### config.mk
export PLATFORM = sky130hd
export DESIGN_NAME = sprite_palette_bank_flat
export DESIGN_NICKNAME = d
export VERILOG_FILES = /design/src/rtl/sprite_palette_bank_if.sv /design/src/rtl/sprite_palette_bank.sv /design/src/flat_wrapper.sv
export SDC_FILE = /design/constraint.sdc
export NUM_CORES = 1
export LEC_CHECK = 0
export CAP_MARGIN = 10
export CORE_ASPECT_RATIO = 0.8
export CORE_MARGIN = 2
export CORE_UTILIZATION = 56
export DETAILED_ROUTE_END_ITERATION = 16
export GPL_TIMING_DRIVEN = 0
export PLACE_DENSITY_LB_ADDON = 0.3
export SLEW_MARGIN = 20
export SYNTH_ARGS = -nofsm -noshare
export SYNTH_HDL_FRONTEND = slang
export SYNTH_SLANG_ARGS = --single-unit
### constraint.sdc
create_clock -name Clk -period 1.7 [get_ports Clk]
set_clock_uncertainty 0.05 [all_clocks]
set_input_delay 0.34 -clock Clk [delete_from_list [all_inputs] [get_ports Clk]]
set_output_delay 0.34 -clock Clk [all_outputs]
set_load 0.02 [all_outputs]
### src/rtl/sprite_palette_bank_if.sv
// Lookup / write / control bundle for sprite_palette_bank.
// Ports:
//   master: drives rd_valid, index, bank_sel, frame_start, wr_en, wr_bank,
//           wr_index, wr_rgb and flash_trig. It receives red, green, blue,
//           out_valid, transparent, active_bank and flash_active.
//   slave : the palette bank side, with the directions reversed.
interface sprite_palette_bank_if #(
    parameter int unsigned INDEX_W = 3,
    parameter int unsigned BANK_W  = 2
);
    logic               rd_valid;
    logic [INDEX_W-1:0] index;
    logic [BANK_W-1:0]  bank_sel;
    logic               frame_start;
    logic               wr_en;
    logic [BANK_W-1:0]  wr_bank;
    logic [INDEX_W-1:0] wr_index;
    logic [11:0]        wr_rgb;
    logic               flash_trig;
    logic [3:0]         red;
    logic [3:0]         green;
    logic [3:0]         blue;
    logic               out_valid;
    logic               transparent;
    logic [BANK_W-1:0]  active_bank;
    logic               flash_active;

    modport master (
        output rd_valid, index, bank_sel, frame_start,
        output wr_en, wr_bank, wr_index, wr_rgb, flash_trig,
        input  red, green, blue, out_valid, transparent, active_bank, flash_active
    );

    modport slave (
        input  rd_valid, index, bank_sel, frame_start,
        input  wr_en, wr_bank, wr_index, wr_rgb, flash_trig,
        output red, green, blue, out_valid, transparent, active_bank, flash_active
    );
endinterface

### src/rtl/sprite_palette_bank.sv
// sprite_palette_bank: NUM_BANKS runtime-writable palettes of 2^INDEX_W
// 12-bit RGB (4:4:4) entries. The lookup result is registered one cycle
// after the request and carries a transparency flag. The active bank
// changes only on frame_start, so a sprite's palette can be swapped
// without tearing.
// Ports:
//   Clk, Reset_n : clock and asynchronous active-low reset
//   bus (slave)  : lookup request/result, palette write port, frame_start,
//                  bank select and flash trigger (see sprite_palette_bank_if)
// Optional feature: define SPRITE_PALETTE_FLASH_EN to build the hit-flash
// counter. While that counter is odd, non-transparent lookups return white.
module sprite_palette_bank #(
    parameter int unsigned INDEX_W         = 3,
    parameter int unsigned NUM_BANKS       = 4,
    parameter int unsigned BANK_W          = (NUM_BANKS > 1) ? $clog2(NUM_BANKS) : 1,
    parameter int unsigned TRANSPARENT_IDX = 0,
    parameter int unsigned FLASH_FRAMES    = 8
) (
    input  logic                  Clk,
    input  logic                  Reset_n,
    sprite_palette_bank_if.slave  bus
);

    localparam int unsigned ENTRIES = 1 << INDEX_W;
    localparam int unsigned RGB_W   = 12;

    // Power-up contents: the legacy fixed palette in bank 0. Everything else is black.
    function automatic logic [RGB_W-1:0] default_rgb(input int unsigned bank,
                                                     input int unsigned entry);
        logic [RGB_W-1:0] rgb;
        rgb = '0;
        if (bank == 0) begin
            case (entry)
                0:       rgb = 12'h0E0;
                1:       rgb = 12'h080;
                2:       rgb = 12'h04E;
                3:       rgb = 12'h977;
                4:       rgb = 12'hD30;
                5:       rgb = 12'hECA;
                6:       rgb = 12'h000;
                7:       rgb = 12'h026;
                default: rgb = 12'h000;
            endcase
        end
        return rgb;
    endfunction

    logic [RGB_W-1:0]  palette_q [NUM_BANKS][ENTRIES];
    logic [RGB_W-1:0]  palette_d [NUM_BANKS][ENTRIES];
    logic [BANK_W-1:0] active_bank_q, active_bank_d;
    logic [RGB_W-1:0]  rgb_q, rgb_d;
    logic              out_valid_q, out_valid_d;
    logic              transparent_q, transparent_d;

    logic              wr_ok;
    logic              is_transparent;
    logic [RGB_W-1:0]  lookup_rgb;
    logic              flash_odd;

    // Palette write. Out-of-range banks are dropped. The read below uses
    // palette_q, so a same-cycle lookup sees the old entry.
    always_comb begin : palette_next
        palette_d = palette_q;
        wr_ok     = bus.wr_en && (32'(bus.wr_bank) < NUM_BANKS);
        if (wr_ok) begin
            palette_d[bus.wr_bank][bus.wr_index] = bus.wr_rgb;
        end
    end

    always_ff @(posedge Clk or negedge Reset_n) begin : palette_regs
        if (!Reset_n) begin
            for (int unsigned b = 0; b < NUM_BANKS; b++) begin
                for (int unsigned e = 0; e < ENTRIES; e++) begin
                    palette_q[BANK_W'(b)][INDEX_W'(e)] <= default_rgb(b, e);
                end
            end
        end else begin
            palette_q <= palette_d;
        end
    end

    // Bank switch only at frame start. An invalid request keeps the current bank.
    always_comb begin : bank_next
        active_bank_d = active_bank_q;
        if (bus.frame_start && (32'(bus.bank_sel) < NUM_BANKS)) begin
            active_bank_d = bus.bank_sel;
        end
    end

`ifdef SPRITE_PALETTE_FLASH_EN
    localparam int unsigned FLASH_CNT_W = (FLASH_FRAMES > 0) ? $clog2(FLASH_FRAMES + 1) : 1;

    logic [FLASH_CNT_W-1:0] flash_cnt_q, flash_cnt_d;
    logic                   flash_active_q, flash_active_d;

    // A trigger reloads the counter even if it lands on a frame_start.
    always_comb begin : flash_next
        flash_cnt_d = flash_cnt_q;
        if (bus.flash_trig) begin
            flash_cnt_d = FLASH_CNT_W'(FLASH_FRAMES);
        end else if (bus.frame_start && (flash_cnt_q != '0)) begin
            flash_cnt_d = flash_cnt_q - FLASH_CNT_W'(1);
        end
        flash_active_d = (flash_cnt_d != '0);
    end

    always_ff @(posedge Clk or negedge Reset_n) begin : flash_regs
        if (!Reset_n) begin
            flash_cnt_q    <= '0;
            flash_active_q <= 1'b0;
        end else begin
            flash_cnt_q    <= flash_cnt_d;
            flash_active_q <= flash_active_d;
        end
    end

    assign flash_odd        = flash_cnt_q[0];
    assign bus.flash_active = flash_active_q;
`else
    logic unused_flash;

    assign unused_flash     = ^{bus.flash_trig, 32'(FLASH_FRAMES)};
    assign flash_odd        = 1'b0;
    assign bus.flash_active = 1'b0;
`endif

    // Lookup. Idle cycles return black and are never transparent.
    always_comb begin : lookup_next
        lookup_rgb     = palette_q[active_bank_q][bus.index];
        is_transparent = (bus.index == INDEX_W'(TRANSPARENT_IDX));
        rgb_d          = '0;
        out_valid_d    = bus.rd_valid;
        transparent_d  = bus.rd_valid && is_transparent;
        if (bus.rd_valid) begin
            rgb_d = (flash_odd && !is_transparent) ? 12'hFFF : lookup_rgb;
        end
    end

    always_ff @(posedge Clk or negedge Reset_n) begin : out_regs
        if (!Reset_n) begin
            rgb_q         <= '0;
            out_valid_q   <= 1'b0;
            transparent_q <= 1'b0;
            active_bank_q <= '0;
        end else begin
            rgb_q         <= rgb_d;
            out_valid_q   <= out_valid_d;
            transparent_q <= transparent_d;
            active_bank_q <= active_bank_d;
        end
    end

    assign bus.red         = rgb_q[11:8];
    assign bus.green       = rgb_q[7:4];
    assign bus.blue        = rgb_q[3:0];
    assign bus.out_valid   = out_valid_q;
    assign bus.transparent = transparent_q;
    assign bus.active_bank = active_bank_q;

endmodule
### src/flat_wrapper.sv
// flat-port wrapper written by rule: the top's interface ports become plain ports
module sprite_palette_bank_flat 
#(
    parameter int unsigned INDEX_W         = 3,
    parameter int unsigned NUM_BANKS       = 4,
    parameter int unsigned BANK_W          = (NUM_BANKS > 1) ? $clog2(NUM_BANKS) : 1,
    parameter int unsigned TRANSPARENT_IDX = 0,
    parameter int unsigned FLASH_FRAMES    = 8
)
  (Clk, Reset_n, bus_rd_valid, bus_index, bus_bank_sel, bus_frame_start, bus_wr_en, bus_wr_bank, bus_wr_index, bus_wr_rgb, bus_flash_trig, bus_red, bus_green, bus_blue, bus_out_valid, bus_transparent, bus_active_bank, bus_flash_active);
  sprite_palette_bank_if #(.INDEX_W(INDEX_W), .BANK_W(BANK_W)) bus_i ();
  input  logic Clk;
  input  logic Reset_n;
  input wire logic [$bits(bus_i.rd_valid)-1:0] bus_rd_valid;
  input wire logic [$bits(bus_i.index)-1:0] bus_index;
  input wire logic [$bits(bus_i.bank_sel)-1:0] bus_bank_sel;
  input wire logic [$bits(bus_i.frame_start)-1:0] bus_frame_start;
  input wire logic [$bits(bus_i.wr_en)-1:0] bus_wr_en;
  input wire logic [$bits(bus_i.wr_bank)-1:0] bus_wr_bank;
  input wire logic [$bits(bus_i.wr_index)-1:0] bus_wr_index;
  input wire logic [$bits(bus_i.wr_rgb)-1:0] bus_wr_rgb;
  input wire logic [$bits(bus_i.flash_trig)-1:0] bus_flash_trig;
  output wire logic [$bits(bus_i.red)-1:0] bus_red;
  output wire logic [$bits(bus_i.green)-1:0] bus_green;
  output wire logic [$bits(bus_i.blue)-1:0] bus_blue;
  output wire logic [$bits(bus_i.out_valid)-1:0] bus_out_valid;
  output wire logic [$bits(bus_i.transparent)-1:0] bus_transparent;
  output wire logic [$bits(bus_i.active_bank)-1:0] bus_active_bank;
  output wire logic [$bits(bus_i.flash_active)-1:0] bus_flash_active;
  assign bus_i.rd_valid = bus_rd_valid;
  assign bus_i.index = bus_index;
  assign bus_i.bank_sel = bus_bank_sel;
  assign bus_i.frame_start = bus_frame_start;
  assign bus_i.wr_en = bus_wr_en;
  assign bus_i.wr_bank = bus_wr_bank;
  assign bus_i.wr_index = bus_wr_index;
  assign bus_i.wr_rgb = bus_wr_rgb;
  assign bus_i.flash_trig = bus_flash_trig;
  assign bus_red = bus_i.red;
  assign bus_green = bus_i.green;
  assign bus_blue = bus_i.blue;
  assign bus_out_valid = bus_i.out_valid;
  assign bus_transparent = bus_i.transparent;
  assign bus_active_bank = bus_i.active_bank;
  assign bus_flash_active = bus_i.flash_active;
  sprite_palette_bank #(.INDEX_W(INDEX_W), .NUM_BANKS(NUM_BANKS), .BANK_W(BANK_W), .TRANSPARENT_IDX(TRANSPARENT_IDX), .FLASH_FRAMES(FLASH_FRAMES)) u_core (.Clk(Clk), .Reset_n(Reset_n), .bus(bus_i));
endmodule
# [Word level (Yosys, flattened, before mapping)]
# Cells that the tools add are included.
[word_totals] output_inout_bits=17 regBits=400 elab_cells=62 inputBits=28
[op_classes] mux=12 magnitude_cmp=6 reduce_logical=4 bitwise=4
[ops] op="384-bit bitwise mux" count=1
[ops] op="96-bit 2-to-1 mux" count=3
[ops] op="96-bit binary-select mux with 2-bit select" count=1
[ops] op="96-bit demux with 2-bit select" count=1
[ops] op="12-bit 2-to-1 mux" count=4
[ops] op="12-bit binary-select mux with 3-bit select" count=1
[ops] op="12-bit demux with 3-bit select" count=1
[ops] op="4-bit >= comparator (second input constant)" count=2
[ops] op="3-bit inverter with 4-bit output" count=2
[ops] op="3-bit >= comparator (second input constant)" count=2
[ops] op="2-bit inverter with 3-bit output" count=2
[ops] op="4-bit by 1-bit < comparator with 1-bit output (second input constant)" count=1
[ops] op="1-bit logical AND" count=3
[ops] op="3-bit logical NOT" count=1
[ops] op="3-bit by 1-bit < comparator with 1-bit output (second input constant)" count=1

# [Longest topological paths before layout]
[logic_depth] word_depth=8 mapped_depth=8 mapped_depth_nobuf=4

# [Worst setup path after synthesis]
# No wires, ideal clock.
[synth_path] path_type="reg-to-reg" startpoint="register u_core.active_bank_q[0], in the netlist u_core.bus.active_bank[0]" endpoint="register u_core.rgb_q[1]" required_time_ns=1.504 setup_time_ns=0.146 period_less_slack_ns=2.019 slack_ns=-0.319 n_path_buf=1 path_stages_with_launch=6 arrival_time_ns=1.823 cell_sequence="dfrtp_1 buf_6 mux4_1 mux4_2 inv_1 a221oi_1"
[synth_via] elab_chain_len=8
[synth_lines] item="from (decl)" line="sprite_palette_bank.sv:50" source="logic [BANK_W-1:0] active_bank_q, active_bank_d;"
[synth_lines] item="from (signal assigned)" line="sprite_palette_bank.sv:149" source="active_bank_q <= active_bank_d;"
[synth_lines] item="2-bit inverter with 3-bit output (implied by the code)" line="sprite_palette_bank.sv:129" source="lookup_rgb = palette_q[active_bank_q][bus.index];"
[synth_lines] item="96-bit binary-select mux with 2-bit select" line="sprite_palette_bank.sv:129"
[synth_lines] item="96-bit 2-to-1 mux (implied by the code) (2 in series)" line="sprite_palette_bank.sv:129"
[synth_lines] item="12-bit binary-select mux with 3-bit select" line="sprite_palette_bank.sv:129"
[synth_lines] item="12-bit 2-to-1 mux (implied by the code) (2 in series)" line="sprite_palette_bank.sv:129"
[synth_lines] item="12-bit 2-to-1 mux" line="sprite_palette_bank.sv:134" source="if (bus.rd_valid) begin"
[synth_lines] item="named net u_core.rgb_d[1]" line="sprite_palette_bank.sv:51" source="logic [RGB_W-1:0] rgb_q, rgb_d;"
[synth_lines] item="to (signal assigned)" line="sprite_palette_bank.sv:146" source="rgb_q <= rgb_d;"
[synth_lines] item="to (decl)" line="sprite_palette_bank.sv:51"
# The timed path passes the listed nets, and every way through them passes these cells. The select of a mux whose other input is x is not followed.
# A chain may end at the register's enable or synchronous reset.

# [Worst setup path in the final report]
[layout_path] startpoint="register u_core.active_bank_q[0], in the netlist u_core.bus.active_bank[0]" endpoint="register u_core.rgb_q[3]"
# Same word-level chain as after synthesis.

==> results.py <==
metrics = {
    "status": {
        "status": "complete, but fails checks",
        "violations": "negative setup slack",
    },
    "power_and_ir_drop": {
        "p_int_uw": 19820,
        "power_switching_share": 0.2544,
        "seq_power_share": 0.466,
        "power_density_mw_per_mm2": 1242,
        "power_frac_comb": 0.185,
        "ir_drop_mv": 1.135,
        "p_leak_uw": 0.009490,
        "power.switching_uw": 6765,
        "p_clk_frac": 0.350,
    },
    "logic_synthesis": {
        "async_flop_share": 1.000,
        "synth_common_cells": "mux2_2 (386), dfrtp_1 (369), mux4_2 (68)",
        "synthTopCellsByArea": "dfrtp_1 (51%), mux2_2 (24%), mux4_2 (8.4%)",
        "post-synth-top-area-cell": "dfrtp_1",
        "yosysUniqueCellTypes": 39,
        "ys.flop_type": "dfrtp_1",
        "synth.avg_cell_area_um2": 15.62,
        "synth-edff-count": 0,
        "synth_top_area_frac": 0.5083,
        "synthesis.instances": 1163,
        "synth_seq_cells": 400,
        "synth_seq_area_share": 0.5531,
        "yosysWarnings": 0,
        "synth_nets": 1191,
        "synthMostInstantiatedCell": "mux2_2",
        "synthesis.area_mm2": 0.01817,
    },
    "routing": {
        "drc_errors": 0,
        "vias": 11000,
        "antenna_left": 0,
        "viasPerCell": 6.374,
        "wl_per_cell_um": 27.67,
        "wirelength_mm": 47.77,
        "first_pass_iters": 5,
        "drt_iter0_drc": 781,
    },
    "critical_path": {
        "crit_required_ns": 2.05,
        "timing.rr.start": "u_core.bus.active_bank[0]",
        "crit_path_end_kind": "flip-flop",
        "arrival_ns": 2.62,
        "r2r-end": "u_core.rgb_q[3]",
        "crit_fanout": 6,
        "crit_type": "flip-flop to flip-flop",
        "worst_r2r_path_depth": 7,
        "cp-start-kind": "flip-flop",
        "reg2reg_slack_ns": -0.57,
    },
    "cells_and_area": {
        "post_layout_nonfiller_instances": 1726,
        "drive_gt1_frac": 0.5364,
        "fin_nets": 1303,
        "syn2layout_area_growth_pct": 17.84,
    },
    "die": {
        "dieHeight_um": 165.1,
        "core_region_area_mm2": 0.03171,
        "start_util": 0.5729,
        "num_io_pins": 45,
        "dieWidth_um": 205.4,
        "rows": 58,
        "die_area_mm2": 0.03391,
    },
    "sta": {
        "fin_crit_sh": 1.334,
        "min_period_ns": 2.269,
        "hold_viol_final": 0,
        "holdWs_ns": 0.2849,
        "max-slew-margin-rel": 0.3185,
        "setup_slack_ns": -0.5686,
        "finalMaxSlewViolations": 0,
        "tightestPinTransition_ns": 1.022,
        "setup_viol": 14,
        "max_freq_mhz": 440.8,
        "rsz0062_at_grt": "true",
    },
    "global_routing": {
        "grt_max_degree": 95,
        "gr-total-overflow": 0,
        "grt_pass1_vias": 11690,
        "grt_pass1_wl_mm": 72.04,
        "grt_use_total": 0.2899,
        "antenna_found_initial": 0,
    },
    "place": {
        "globalplace.congestion": 0.8359,
        "post-dp-hpwl_mm": 32.09,
        "portBuffers": 42,
        "dp_cells": 1630,
    },
    "clock_tree": {
        "clk_latency_ns": 0.55,
        "path_clk_slew_ns": 0.06,
        "htreeDepth": 2,
        "cts-root-buf": "clkbuf_16",
        "cts_buffers": 41,
        "cts_tree": "done",
        "cts.sink_count": 400,
        "clockBufferDepth": 3,
    },
    "hold_path": {
        "hp-class": "primary input to asynchronous set/reset pin",
    },
    "run": {
        "cap_viol_max_count": 0,
    },
}
[state kept, by name, summed over array words and instances, names as in the netlist]
| register | cells |
|---|---|
| u_core.bus.transparent | 1 |
| u_core.bus.active_bank | 2 |
| u_core.bus.out_valid | 1 |
| u_core.rgb_q | 12 |
| u_core.palette_q | 384 |
[layer usage]
layer | GRT usage | share of wire
met5 | 0 | 0
met4 | 0.07162 | 0.021
met3 | 0.04592 | 0.057
met2 | 0.4616 | 0.47
met1 | 0.4237 | 0.45
[how the worst max path moves through the flow]
| stage | slack, ns | start | endpoint | depth (start not counted) |
|---|---|---|---|---|
| after detailed placement | -1.51 | bus_index[0] | u_core.rgb_q[2] | 6 |
| after floorplan | -0.21 | u_core.bus.active_bank[0] | u_core.rgb_q[7] | 6 |
| after CTS | -0.47 | u_core.bus.active_bank[0] | u_core.rgb_q[8] | 6 |
| after global routing | -0.57 | u_core.bus.active_bank[0] | u_core.rgb_q[4] | 7 |
| after global placement | -18.48 | Reset_n | u_core.bus.active_bank[0] | 1 |
| final | -0.57 | u_core.bus.active_bank[0] | u_core.rgb_q[3] | 7 |
[placed cells by master (no fill, tap or decap), types with 12 or more instances in the layout]
cell type        instances
a22oi_1                 16
clkdlybuf4s50_1         19
mux4_2                  78
nand2_1                 26
mux2_2                 386
clkbuf_16               47
buf_4                   25
buf_12                  12
dfrtp_1                368
buf_6                   14
dfstp_2                 31
mux2i_1                 41
dlygate4sd2_1           17
clkbuf_1                50
[through the flow]
step	TNS (ns)	area (um^2)	total power, uW	setup WS (ns)	utilization
5_1_grt	-6.426	21410	27580	-0.5662	0.6750
3_5_place_dp	-294.79	19340	17070	-1.512	0.6098
6_report	-6.240	21410	26590	-0.5686	0.6751
2_1_floorplan	-2.419	18230	15530	-0.2095	-
3_3_place_gp	-6896.10	19180	16810	-18.48	0.6048
4_1_cts	-21.55	21070	26470	-0.4713	0.6644
[critical path, stage by stage (launching register included)]
cell	delay (ns)
dfrtp_2	0.47
buf_12	0.18
buf_16	0.15
buf_12	0.13
mux4_2	0.50
a22o_1	0.20
a221oi_2	0.30
a31oi_1	0.15
[logic make-up after synthesis]
family,Yosys count,synth area share
compound gates,53,0.02307
buf+inv,107,0.03161
flops,400,0.5531
mux,512,0.3671
other cells,1,0.0002064
simple gates,90,0.02486
[power by group through the flow]
stage               sequential [uW]  clock, uW  combinational (uW)
floorplan                     12200          0                3320
global placement              12400          0                4390
detailed placement            12500          0                4580
CTS                           12300       9380                4750
global route                  12600       9790                5230
finish                        12400       9290                4910
[area by class of cell]
cell class              count  area (um^2)
plain buffers              99        754.5
well taps                 420        525.5
diodes                      1        2.502
clock inverters            12        198.9
flip-flops and latches    400        10050
fillers                  2161        10300
repair buffers             71        880.8
inverters                   6        22.52
clock buffers              61         1171
multi-input cells         656         7802
[timing repair]
action | in CTS | in global routing
hold endpoints to repair | 90 | 180
setup buffers | 6 | 10
pin swaps | 2 | 6
gates cloned | 1 | 6
setup endpoints to repair | 348 | 245
hold buffers | 2 | 1
resized for setup | 105 | 54
(Power assumes the default switching activity.)
